==> src/rtl/arb_pkg.sv <==
`default_nettype none
// +--------------------------------------------------------------------------+
// | arb_pkg : shared state/grant encodings for arb_rr2            rev 1.0    |
// +--------------------------------------------------------------------------+
package arb_pkg;

   typedef enum logic [1:0] {
      IDLE = 2'd0,
      GNT0 = 2'd1,
      GNT1 = 2'd2
   } arb_state_e;

   localparam logic [1:0] GNT_NONE = 2'b00;
   localparam logic [1:0] GNT_0    = 2'b01;
   localparam logic [1:0] GNT_1    = 2'b10;

   localparam int MAX_HOLD_DEFAULT = 8;

   function automatic logic [1:0] state_grant(arb_state_e s);
      case (s)
         GNT0:    return GNT_0;
         GNT1:    return GNT_1;
         default: return GNT_NONE;
      endcase
   endfunction

endpackage
`default_nettype wire

==> src/rtl/arb_rr2_if.sv <==
`default_nettype none
// +--------------------------------------------------------------------------+
// | arb_rr2_if : two-requester request/grant bus with clock and reset  rev 1.0 |
// +--------------------------------------------------------------------------+
interface arb_rr2_if (
   input logic clk,
   input logic rst
);

   logic [1:0] request;
   logic [1:0] grant;
   logic       preempt;
   logic       busy;

   modport master (
      input  clk,
      input  rst,
      input  grant,
      input  preempt,
      input  busy,
      output request
   );

   modport slave (
      input  clk,
      input  rst,
      input  request,
      output grant,
      output preempt,
      output busy
   );

endinterface
`default_nettype wire

==> src/rtl/arb_hold_timer.sv <==
`default_nettype none
// +--------------------------------------------------------------------------+
// | arb_hold_timer : saturating hold counter, expired at MAX_HOLD-1  rev 1.0  |
// +--------------------------------------------------------------------------+
module arb_hold_timer #(
   parameter int MAX_HOLD = 8
) (
   input  logic clk,
   input  logic rst,
   input  logic clear,
   input  logic enable,
   output logic expired
);

   localparam int            CW   = $clog2(MAX_HOLD);
   localparam logic [CW-1:0] LAST = CW'(MAX_HOLD - 1);

   logic [CW-1:0] cnt_q;
   logic [CW-1:0] cnt_d;

   // Clear wins over enable so a fresh owner always starts from zero.
   always_comb begin
      cnt_d = cnt_q;
      if (clear) begin
         cnt_d = '0;
      end else if (enable && (cnt_q != LAST)) begin
         cnt_d = cnt_q + CW'(1);
      end
   end

   always_ff @(posedge clk or negedge rst) begin
      if (!rst) begin
         cnt_q <= '0;
      end else begin
         cnt_q <= cnt_d;
      end
   end

   assign expired = (cnt_q == LAST);

endmodule
`default_nettype wire

==> src/rtl/arb_rr2.sv <==
`default_nettype none
// +--------------------------------------------------------------------------+
// | arb_rr2 : two-way round-robin arbiter with hold-timeout preemption rev 1.0|
// +--------------------------------------------------------------------------+
module arb_rr2
   import arb_pkg::*;
#(
   parameter int MAX_HOLD = MAX_HOLD_DEFAULT
) (
   arb_rr2_if.slave bus
);

   logic       clk;
   logic       rst_n;
   logic [1:0] req;

   assign clk   = bus.clk;
   assign rst_n = bus.rst;
   assign req   = bus.request;

   arb_state_e state_q;
   arb_state_e state_d;
   logic       last_owner_q;
   logic       last_owner_d;
   logic       preempt_q;
   logic       preempt_d;
   logic       hold_expired;
   logic       hold_clear;
   logic       hold_enable;
   logic [1:0] grant;

   always_comb begin
      state_d   = state_q;
      preempt_d = 1'b0;
      case (state_q)
         IDLE: begin
            case (req)
               2'b01:   state_d = GNT0;
               2'b10:   state_d = GNT1;
               2'b11:   state_d = last_owner_q ? GNT0 : GNT1;
               default: state_d = IDLE;
            endcase
         end
         GNT0: begin
            if (!req[0]) begin
               state_d = req[1] ? GNT1 : IDLE;
            end else if (req[1] && hold_expired) begin
               state_d   = GNT1;
               preempt_d = 1'b1;
            end
         end
         GNT1: begin
            if (!req[1]) begin
               state_d = req[0] ? GNT0 : IDLE;
            end else if (req[0] && hold_expired) begin
               state_d   = GNT0;
               preempt_d = 1'b1;
            end
         end
         default: state_d = IDLE;
      endcase
   end

   always_comb begin
      last_owner_d = last_owner_q;
      if ((state_d == GNT0) && (state_q != GNT0)) begin
         last_owner_d = 1'b0;
      end else if ((state_d == GNT1) && (state_q != GNT1)) begin
         last_owner_d = 1'b1;
      end
   end

   // last_owner resets to 1 so requester 0 wins the first tie.
   always_ff @(posedge clk or negedge rst_n) begin
      if (!rst_n) begin
         state_q      <= IDLE;
         last_owner_q <= 1'b1;
         preempt_q    <= 1'b0;
      end else begin
         state_q      <= state_d;
         last_owner_q <= last_owner_d;
         preempt_q    <= preempt_d;
      end
   end

   assign hold_clear  = (state_d != state_q) && (state_d != IDLE);
   assign hold_enable = (state_q != IDLE);

   arb_hold_timer #(
      .MAX_HOLD (MAX_HOLD)
   ) u_hold_timer (
      .clk     (clk),
      .rst     (rst_n),
      .clear   (hold_clear),
      .enable  (hold_enable),
      .expired (hold_expired)
   );

   assign grant       = state_grant(state_q);
   assign bus.grant   = grant;
   assign bus.preempt = preempt_q;
   assign bus.busy    = (grant != GNT_NONE);

endmodule
`default_nettype wire

==> src/flat_wrapper.sv <==
// flat-port wrapper written by rule: the top's interface ports become plain ports
module arb_rr2_flat import arb_pkg::*;
#(
   parameter int MAX_HOLD = MAX_HOLD_DEFAULT
)
  (clk, rst, bus_request, bus_grant, bus_preempt, bus_busy);
  arb_rr2_if bus_i (.clk(clk), .rst(rst));
  input wire logic clk;
  input wire logic rst;
  input wire logic [$bits(bus_i.request)-1:0] bus_request;
  output wire logic [$bits(bus_i.grant)-1:0] bus_grant;
  output wire logic [$bits(bus_i.preempt)-1:0] bus_preempt;
  output wire logic [$bits(bus_i.busy)-1:0] bus_busy;
  assign bus_i.request = bus_request;
  assign bus_grant = bus_i.grant;
  assign bus_preempt = bus_i.preempt;
  assign bus_busy = bus_i.busy;
  arb_rr2 #(.MAX_HOLD(MAX_HOLD)) u_core (.bus(bus_i));
endmodule
==> config.mk <==
export PLATFORM = sky130hd
export DESIGN_NAME = arb_rr2_flat
export DESIGN_NICKNAME = d
export VERILOG_FILES = /design/src/rtl/arb_pkg.sv /design/src/rtl/arb_rr2_if.sv /design/src/rtl/arb_hold_timer.sv /design/src/rtl/arb_rr2.sv /design/src/flat_wrapper.sv
export SDC_FILE = /design/constraint.sdc
export NUM_CORES = 1
export LEC_CHECK = 0
export CAP_MARGIN = 25
export CORE_AREA = 2 2 39 41
export CTS_BUF_LIST = sky130_fd_sc_hd__clkbuf_4 sky130_fd_sc_hd__clkbuf_8 sky130_fd_sc_hd__clkbuf_16
export DETAILED_ROUTE_END_ITERATION = 10
export DIE_AREA = 0 0 41 43
export GPL_TIMING_DRIVEN = 0
export PLACE_DENSITY = 0.68
export SYNTH_ARGS = -nofsm -noshare
export SYNTH_HDL_FRONTEND = slang
export SYNTH_SLANG_ARGS = --single-unit
==> constraint.sdc <==
create_clock -name clk -period 2.9 [get_ports clk]
set_input_delay 0.725 -clock clk [delete_from_list [all_inputs] [get_ports clk]]
set_output_delay 0.725 -clock clk [all_outputs]
set_load 0.02 [all_outputs]
# Yosys cells after proc, flatten, opt, wreduce, memory -nomap -nowiden
# Index checks and enable logic that the tools add are counted.
# Widths: inputs -> output; s select.
totals:
  regBits: 7
  latchBits: 0
  ramBits: 0
  romBits: 0
  inputBits: 4
  output_inout_bits: 4
  n_memories: 0
op_classes:
  n_addsub: 1
  multipliers: 0
  div_mod_pow: 0
  magnitude_cmp: 0
  n_eq_ne: 12
  shift: 0
  mux: 19
  bitwise: 0
  n_reduce_logical: 12
ops:
  columns: ["cell", "count"]
  rows:
  - ["$mux 2", 6]
  - ["$pmux 2 s3", 2]
  - ["$reduce_bool 2->1", 5]
  - ["$eq 2x2->1 const B", 4]
  - ["$mux 1", 7]
  - ["$eq 2x1->1 const B", 3]
  - ["$logic_and 1x1->1", 6]
  - ["$mux 3", 2]
  - ["$pmux 2 s2", 1]
  - ["$add 3x1->3 const B", 1]
  - ["$eq 3x3->1 const B", 1]
  - ["$ne 3x3->1 const B", 1]
  - ["$logic_not 2->1", 1]
  - ["$ne 2x1->1 const B", 1]
  - ["$ne 2x2->1", 1]
  - ["$ne 2x2->1 const B", 1]
  - ["$pmux 1 s2", 1]

# Depth between registers and ports, before layout
# Gate-level depths: netlist of run 1.
logic_depth:
  ltp_word: 9
  mapped_depth: 8
  mapped_depth_nobuf: 7

# Hierarchy
# A second synthesis of run 1 with hierarchy kept.
hier_totals:
  cells_unflattened: 61
  hier_area_um2: 593.1
modules_own_cells:
  columns: ["mod", "n_inst", "cells_each", "area_per_inst_um2"]
  rows:
  - ["arb_rr2", 1, 46, 409.1]
  - ["arb_hold_timer", 1, 15, 183.9]

# Least setup slack after synthesis of run 1
# Ideal clock, no wire load.
synth_timing:
  kind: "reg2reg"
  from: "reg u_core.state_q[1]"
  to: "reg u_core.u_hold_timer.cnt_q[0]"
  setup_time_ps: 129
  arrival_ps: 1809
  required_time_ps: 2771
  slack_ps: 962
  path_stages_with_launch: 9
  path_buffers: 1
  period_less_slack_ps: 1938
  path_cell_list: "dfrtp_1 inv_2 ha_1 clkbuf_2 a21oi_2 o311ai_4 a21oi_2 o32ai_2 nor2_1"
synth_via:
  elab_chain_len: 6
synth_lines:
  columns: ["element", "line_no", "text"]
  rows:
  - ["start, declared", "arb_rr2.sv:21", "arb_state_e state_q;"]
  - ["start signal, assigned", "arb_rr2.sv:80", "state_q <= state_d;"]
  - ["$mux 2, on equally long branches", "arb_rr2.sv:55, arb_rr2.sv:47", null]
  - ["$mux 2, on equally long branches", "arb_rr2.sv:53, arb_rr2.sv:45", null]
  - ["$pmux 2 s3", "arb_rr2.sv:35", "case (state_q)"]
  - ["$ne 2x2->1 or $reduce_bool 2->1 (tied branches)", "arb_rr2.sv:86", "assign hold_clear = (state_d != state_q) && (state_d != IDLE);"]
  - ["$logic_and 1x1->1", "arb_rr2.sv:86", null]
  - ["$mux 3 or $reduce_bool 2->1 (tied branches)", null, null]
  - ["end signal, assigned", "arb_hold_timer.sv:35", "cnt_q <= cnt_d;"]
  - ["end, declared", "arb_hold_timer.sv:18", "logic [CW-1:0] cnt_q;"]
# Several ways; a longest one is shown, not always the timed one.
# A chain may end at the register's enable or synchronous reset.

# Final worst setup path of run 1
layout_timing:
  from: "reg u_core.state_q[0]"
  to: "out bus_busy"
layout_via:
  elab_chain_len: 3
layout_lines:
  columns: ["element", "line_no", "text"]
  rows:
  - ["$eq 2x2->1 or $eq 2x1->1 (tied branches)", "arb_pkg.sv:20", "case (s)"]
  - ["$pmux 2 s2 *", "arb_pkg.sv:20", null]
  - ["$reduce_bool 2->1 *", "arb_rr2.sv:102", "assign bus.busy = (grant != GNT_NONE);"]
  - ["end, declared", "flat_wrapper.sv:13", "output wire logic [$bits(bus_i.busy)-1:0] bus_busy;"]
# Mark *: on every way between the ends. The rest lies on a longest branch, timed or not.

==> summary.txt, run 1 <==
Logic synthesis
  – Synth Warn #: 0
  – Post-synth ARST share: 1.00
  – Seq/Total Area, Yosys: 0.290
  – Number of flops mapped to enable cells by yosys: 0
  – Synthesis-stage register bit count: 7
  – Mean Syn Cell Area: 9.50 um2
  – Mapped Cells: 64
  – Yosys cell types: 31
  – Synthesized net count: 75
  – Main synth FF type: dfrtp_1
  – Netlist Area Pre-Place: 608 um2

Timing
  – Slew Limit Fails: 0
  – Fmax: 397 MHz
  – Slew at the pin closest to its max-slew limit: 0.347 ns
  – Final hold violation count: 0
  – Tcrit/Tclk final: 0.870
  – Final setup viols: 0
  – Headroom to the max-slew limit: 0.768
  – RSZ-0062 raised after global routing: false
  – Fin Setup TNS: 0 ns
  – Post-route minimum period: 2.52 ns
  – Clock skew after layout: 0.000850 ns

Floorplanning
  – Die Area: 1760 um2
  – DIE WIDTH: 41 um
  – FP Rows: 14
  – Io pins: 8
  – Die Y: 43 um
  – Initial Utilization: 0.439
  – CORE AREA: 1380 um2

Clock tree
  – Clock Latency Late Sink: 0.24 ns
  – CTS Buffer Depth: 2
  – Clk root buf: clkbuf_4
  – Htree depth: 1
  – Post-CTS Resized: 0
  – TritonCTS clock tree: yes
  – Post-CTS Setup Repair Bufs: 0
  – Clock-pin slew on the worst setup and hold paths: 0.05 ns
  – Clock tree sinks: 7
  – Hold-fix buffers, CTS: 0
  – Number of CTS-inserted buffers: 3

GRT
  – Antenna violations before repair: 0
  – First-pass GRT wire length: 2080 um
  – Total global-route track usage: 0.177
  – Gr ovfl total: 0
  – Vias in the first global route: 470
  – Largest net degree at the start of global routing: 11

Run status
  – Status: completed

Routing
  – DRC violations left: 0
  – First-pass DRT Iterations: 4
  – Total number of vias: 516
  – Antenna Nets Post-Route: 0
  – Via density: 5.67
  – Wire length per cell: 13.4 um
  – Post-Route WL: 1220 um
  – Iter 0 DRT Violations: 5

Finish
  – Fin nets: 87
  – # fillers: 125
  – Synthesis-to-layout area growth: 19.8%
  – Layout cell share with drive strength beyond 1: 0.240
  – Diodes inserted: 0
  – Leading cell types in the layout, fill and taps excluded: nor2_1, ha_1, clkdlybuf4s50_1

Pwr
  – Gate power share: 0.622
  – Power Internal: 0.403 mW
  – Switch share: 0.458
  – Net Switching: 0.340 mW
  – Total chip power: 0.743 mW
  – Maximum VDD drop: 0.510 mV
  – Clock Power Share: 0.124
  – Power share of the sequential group: 0.254
  – Pleak: 0.309 nW
  – Pwr per Cell Area: 1020 nW/um2

Setup path
  – Cell family with most CP delay: buffers and inverters
  – Critical path launch point type: flop
  – R2R Path Start: u_core.state_q[0]$_DFF_PN0_
  – CP Class: flop to primary output
  – Crit path buffers/inverters: 2
  – Critical path required time: 2.17 ns
  – Register-to-Register Path Depth: 8
  – Crit-path max FO: 7
  – R2R Path End: u_core.u_hold_timer.cnt_q[0]$_DFFE_PN0P_
  – Arrival time at the worst endpoint: 1.80 ns
  – R2r setup slk: 0.82 ns
  – Crit-path cells: inv_1 -> ha_1 -> clkdlybuf4s50_1
  – Crit path max-delay cell type: clkdlybuf4s50_1
  – Max incr delay on CP: 0.60 ns
  – Crit. End Element: primary output

Placed design
  – GPL Wtd Cong: 0.818
  – Port bufs: 7

Min path
  – WHS Endpoint: u_core.last_owner_q$_DFFE_PN1P_
  – Hold WC Path Type: flop to flop
  – HP Start: u_core.last_owner_q$_DFFE_PN1P_
  – Hold Path Depth: 2

Flow run
  – Number of max-cap violations: 0
==> synth_stat cells, types with 2 or more instances <==
cell type	number	area (um2)
buf_2	2	10.0
nand2b_1	2	12.5
ha_1	7	87.6
o22ai_1	2	12.5
nor2b_1	2	12.5
a21oi_2	3	26.3
inv_1	3	11.3
inv_2	2	7.51
dfrtp_1	6	150
nand4b_1	2	17.5
nor2_1	7	26.3
o21ai_0	2	10.0
nand2_1	3	11.3
a21oi_1	4	20.0
==> how the worst max path moves through the flow <==
stage / start / endpoint / slack [ns] / depth (start not counted)
6_report: u_core.state_q[0]$_DFF_PN0_ / bus_busy / 0.38 / 3
5_1_grt: u_core.state_q[0]$_DFF_PN0_ / bus_busy / 0.27 / 3
4_1_cts: u_core.state_q[0]$_DFF_PN0_ / bus_busy / 0.37 / 3
3_5_place_dp: bus_request[0] / u_core.u_hold_timer.cnt_q[0]$_DFFE_PN0P_ / 0.43 / 6
3_3_place_gp: bus_request[0] / u_core.u_hold_timer.cnt_q[0]$_DFFE_PN0P_ / 0.43 / 6
2_1_floorplan: u_core.state_q[1]$_DFF_PN0_ / u_core.u_hold_timer.cnt_q[0]$_DFFE_PN0P_ / 0.96 / 8
==> kinds of logic (layout without fill, tap and decap cells) <==
family,Yosys count,in the layout,synth area share
AOI/OAI and AO/OA,22,22,0.333
and+or+nand+nor,19,19,0.163
buffers and inverters,8,19,0.0556
adders and majority gates,7,7,0.144
DFF,7,7,0.290
xor gates and xnor gates,1,1,0.0144
==> per-layer routing <==
metal,routed length [um],up-vias,GRT usage,share of wire
met5,0,-,0,0
met4,27,0,0.120,0.022
met3,44,4,0.0366,0.036
met2,562,14,0.241,0.46
met1,584,238,0.241,0.48
li1,-,260,-,-
==> area by class of cell <==
class	count	area [um2]	share of cell area
inverters	5	18.8	0.0258
plain buffers	3	15.0	0.0206
multi-input cells	49	398	0.546
repair buffers	7	70.1	0.0962
flip-flops and latches	7	176	0.242
clock buffers	4	30.0	0.0412
well taps	16	20.0	0.0275
==> sequential cells by signal (all words and copies together) (netlist names) <==
| signal | flops |
|---|---|
| u_core.u_hold_timer.cnt_q | 3 |
| u_core.bus.preempt | 1 |
| u_core.state_q | 2 |
| u_core.last_owner_q | 1 |
==> power groups by stage <==
stage	combinational, mW	sequential (mW)	clock [mW]
floorplan	0.362	0.175	0
global placement	0.457	0.188	0
detailed placement	0.466	0.189	0
CTS	0.467	0.187	0.0966
global route	0.514	0.194	0.104
finish	0.463	0.189	0.0920
==> tightest hold or removal path: cells and delay by family (launching register included) <==
family | cells | cell delay (ns)
AO/OA/AOI/OAI | 2 | 0.11
flip-flops | 1 | 0.39
==> stage by stage <==
step                      utilization  area (um2)  worst slack, ns  hold WS (ns)  std cells
after global routing            0.526         728            0.270         0.529         91
after floorplan                     -         608            0.962         0.429         64
after detailed placement        0.505         698            0.430         0.506         87
after CTS                       0.526         728            0.373         0.512         91
final                           0.526         728            0.378         0.511         91
after global placement          0.505         698            0.431         0.491         87
Power figures use the tool's default switching activity.
==> run 2: changes to the inputs <==
--- a/config.mk
+++ b/config.mk
@@ -5,13 +5,14 @@
 export SDC_FILE = /design/constraint.sdc
 export NUM_CORES = 1
 export LEC_CHECK = 0
+export ABC_AREA = 1
 export CAP_MARGIN = 25
 export CORE_AREA = 2 2 39 41
 export CTS_BUF_LIST = sky130_fd_sc_hd__clkbuf_4 sky130_fd_sc_hd__clkbuf_8 sky130_fd_sc_hd__clkbuf_16
 export DETAILED_ROUTE_END_ITERATION = 10
 export DIE_AREA = 0 0 41 43
+export GPL_ROUTABILITY_DRIVEN = 0
 export GPL_TIMING_DRIVEN = 0
-export PLACE_DENSITY = 0.68
 export SYNTH_ARGS = -nofsm -noshare
 export SYNTH_HDL_FRONTEND = slang
 export SYNTH_SLANG_ARGS = --single-unit
==> constraint.sdc (replaced) <==
create_clock -name clk -period 2.5 [get_ports clk]
set_input_delay 0.625 -clock clk [delete_from_list [all_inputs] [get_ports clk]]
set_output_delay 0.625 -clock clk [all_outputs]
set_load 0.02 [all_outputs]
==> run 2 against run 1 <==
Against the previous run:
- synthesized cell count is 3.1% lower
- sequential power is 7% higher
- worst setup slack worse by 0.21 ns
- routed wire length is 31% lower
- synthesized area is 17% lower
- critical path depth stayed put
==> summary.txt, run 2 <==
Routing
  – Total number of vias: 409 (was 516)
  – Iter 0 DRT Violations: 3 (was 5)
  – DRC violations left: 0 (unchanged)
  – First-pass DRT Iterations: 4 (unchanged)
  – Wire length per cell: 9.55 um (was 13.4 um)
  – Via density: 4.65 (was 5.67)
  – Post-Route WL: 840 um (was 1220 um)
  – Antenna Nets Post-Route: 0 (unchanged)

Logic synthesis
  – Seq/Total Area, Yosys: 0.349 (was 0.290)
  – Mean Syn Cell Area: 8.15 um2 (was 9.50 um2)
  – Synthesized net count: 73 (was 75)
  – Synth top cells by count: nand2_1, nand3_1, ha_1, inv_1, dfrtp_1 (was ha_1, nor2_1, dfrtp_1)
  – Synth area leader: dfrtp_1 (unchanged)
  – Yosys cell types: 16 (was 31)
  – Main synth FF type: dfrtp_1 (unchanged)
  – Netlist Area Pre-Place: 505 um2 (was 608 um2)
  – Synth Warn #: 0 (unchanged)
  – Synthesis-stage register bit count: 7 (unchanged)
  – Mapped Cells: 62 (was 64)
  – Post-synth ARST share: 1.00 (unchanged)
  – Yosys top cell area share: 0.297 (was 0.247)
  – Synth area leaders: dfrtp_1, ha_1, nand2_1 (was dfrtp_1, ha_1, dfstp_2)
  – Top-count cell post-synth: nand2_1
  – Number of flops mapped to enable cells by yosys: 0 (unchanged)

GRT
  – Vias in the first global route: 363 (was 470)
  – First-pass GRT wire length: 1390 um (was 2080 um)
  – Largest net degree at the start of global routing: 9 (was 11)
  – Total global-route track usage: 0.119 (was 0.177)
  – Antenna violations before repair: 0 (unchanged)
  – Gr ovfl total: 0 (unchanged)

Setup path
  – Cell family with most CP delay: buffers and inverters (unchanged)
  – Arrival time at the worst endpoint: 1.71 ns (was 1.80 ns)
  – Crit-path max FO: 6 (was 7)
  – Max incr delay on CP: 0.60 ns (about the same)
  – Critical path required time: 1.88 ns (was 2.17 ns)
  – CP Class: flop to primary output (unchanged)
  – Crit. End Element: primary output (unchanged)
  – Crit path max-delay cell type: clkdlybuf4s50_1 (unchanged)
  – Crit path buffers/inverters: 2 (unchanged)
  – Critical path launch point type: flop (unchanged)
  – Crit-path cells: inv_1 -> ha_1 -> clkdlybuf4s50_1 (unchanged)

Placed design
  – Hpwl dp: 717 um
  – Place WS: 0.411 ns (was 0.430 ns)
  – Port bufs: 6 (was 7)

Finish
  – Synthesis-to-layout area growth: 21.8% (was 19.8%)
  – Most common cell after layout, fill and taps aside: nand2_1
  – Biggest regs: u_core.u_hold_timer.cnt_q x3, u_core.state_q x2 (unchanged)
  – Post-layout util: 0.445 (was 0.526)
  – Diodes inserted: 0 (unchanged)
  – Fin nets: 84 (was 87)
  – Layout cell share with drive strength beyond 1: 0.194 (was 0.240)
  – Leading cell types in the layout, fill and taps excluded: nand2_1, nand3_1, inv_1, ha_1 (was nor2_1, ha_1, clkdlybuf4s50_1)
  – Max FFs per register: 3 (unchanged)
  – Largest register by flop count: u_core.u_hold_timer.cnt_q (unchanged)

Timing
  – Fmax: 429 MHz
  – Final setup viols: 0 (unchanged)
  – Slew at the pin closest to its max-slew limit: 0.322 ns (was 0.347 ns)
  – Final hold violation count: 0 (unchanged)
  – Headroom to the max-slew limit: 0.785 (was 0.768)
  – RSZ-0062 raised after global routing: false (unchanged)
  – Setup ws final: 0.166 ns (was 0.378 ns)
  – Slew Limit Fails: 0 (unchanged)
  – Tcrit/Tclk final: 0.933
  – Fin Setup TNS: 0 ns (unchanged)
  – Clock skew after layout: 0.00862 ns (was 0.000850 ns)
  – Post-route minimum period: 2.33 ns

Floorplanning
  – FP Rows: 14 (unchanged)
  – Initial Utilization: 0.365 (was 0.439)
  – Die Y: 43 um (unchanged)
  – Die Area: 1760 um2 (unchanged)
  – Io pins: 8 (unchanged)
  – CORE AREA: 1380 um2 (unchanged)
  – DIE WIDTH: 41 um (unchanged)

Min path
  – Hold WC Path Type: flop to flop (unchanged)

Pwr
  – Maximum VDD drop: 0.396 mV (was 0.510 mV)
  – Total chip power: 0.715 mW (was 0.743 mW)
  – Pwr per Cell Area: 1160 nW/um2 (was 1020 nW/um2)
  – Pleak: 0.314 nW (was 0.309 nW)

Clock tree
  – Hold-fix buffers, CTS: 0 (unchanged)
  – Clock-pin slew on the worst setup and hold paths: 0.05 ns (about the same)
  – CTS Buffer Depth: 2 (unchanged)
  – Clock tree sinks: 7 (unchanged)
  – Post-CTS Setup Repair Bufs: 0 (unchanged)
  – Htree depth: 1 (unchanged)
  – TritonCTS clock tree: yes (unchanged)
  – Post-CTS Resized: 0 (unchanged)
  – Number of CTS-inserted buffers: 3 (unchanged)
  – Clock Latency Late Sink: 0.25 ns (was 0.24 ns)
  – Clk root buf: clkbuf_4 (unchanged)

Run status
  – Status: completed (unchanged)

Flow run
  – Number of max-cap violations: 0 (unchanged)
run 2: cell count changes after synthesis, moves of 3 or more:
cell     delta
a21oi_1     -3
a21oi_2     -3
inv_1       +4
nand2_1     +9
nand2_2     +4
nand3_1     +7
run 2: logic make-up after synthesis:
kind of cell	synth area share
xor gates and xnor gates	0.0173
buffers and inverters	0.0743
DFF	0.349
adders and majority gates	0.173
muxes	0.0396
AOI/OAI and AO/OA	0.00989
and+or+nand+nor	0.337
run 2: area by class of cell:
type,instances,area [um2]
timing repair buffer,6,60.1
buffer,1,7.51
fill,153,768
inverter,8,30.0
clock buffer,4,30.0
multi-input combinational,46,292
sequential,7,176
tap,16,20.0
run 2: worst reg2reg max path: stages, from the launching register on:
cell and delay (ns):
dfrtp_1 0.39, ha_1 0.21, ha_1 0.22, nand2_1 0.10, nand3_1 0.08, nand2_1 0.07
nand3_2 0.06, nand2_2 0.07, nand2_1 0.05, nand2_1 0.08, nand2_2 0.05, nand2_2 0.08
nor2_1 0.04
run 2: metrics by stage:
stage	instances	hold slack, ns	area [um2]
after global placement	84	0.463	586
after global routing	88	0.493	616
after CTS	88	0.479	616
after detailed placement	84	0.470	586
final	88	0.472	616
after floorplan	62	0.329	505
run 2: where the power goes:
| group | internal [mW] | switching (mW) | total (mW) |
|---|---|---|---|
| logic | 0.172 | 0.232 | 0.404 |
| clock network | 0.0715 | 0.0378 | 0.109 |
| registers | 0.162 | 0.0400 | 0.202 |
| total | 0.406 | 0.310 | 0.715 |
run 2: final timing paths:
path / endpoint / slack (ns) / start / cells after the start
worst max register to register: u_core.u_hold_timer.cnt_q[2]$_DFFE_PN0P_ / 0.87 / u_core.u_hold_timer.cnt_q[0]$_DFFE_PN0P_ / 12
max in group asynchronous: u_core.last_owner_q$_DFFE_PN1P_ / 1.58 / rst / 1
min in group asynchronous: u_core.u_hold_timer.cnt_q[0]$_DFFE_PN0P_ / 0.64 / rst / 1
worst min register to register: u_core.last_owner_q$_DFFE_PN1P_ / 0.47 / u_core.last_owner_q$_DFFE_PN1P_ / 2
worst max-delay path: bus_busy / 0.17 / u_core.state_q[0]$_DFF_PN0_ / 3
worst min-delay path: u_core.last_owner_q$_DFFE_PN1P_ / 0.47 / u_core.last_owner_q$_DFFE_PN1P_ / 2
run 2: layer usage:
layer,vias to the layer above,GRT usage,part of all wire
met5,-,0,0
met1,190,0.139,0.49
met3,0,0.0628,0.0024
met4,0,0.0200,0
li1,218,-,-
met2,1,0.188,0.50
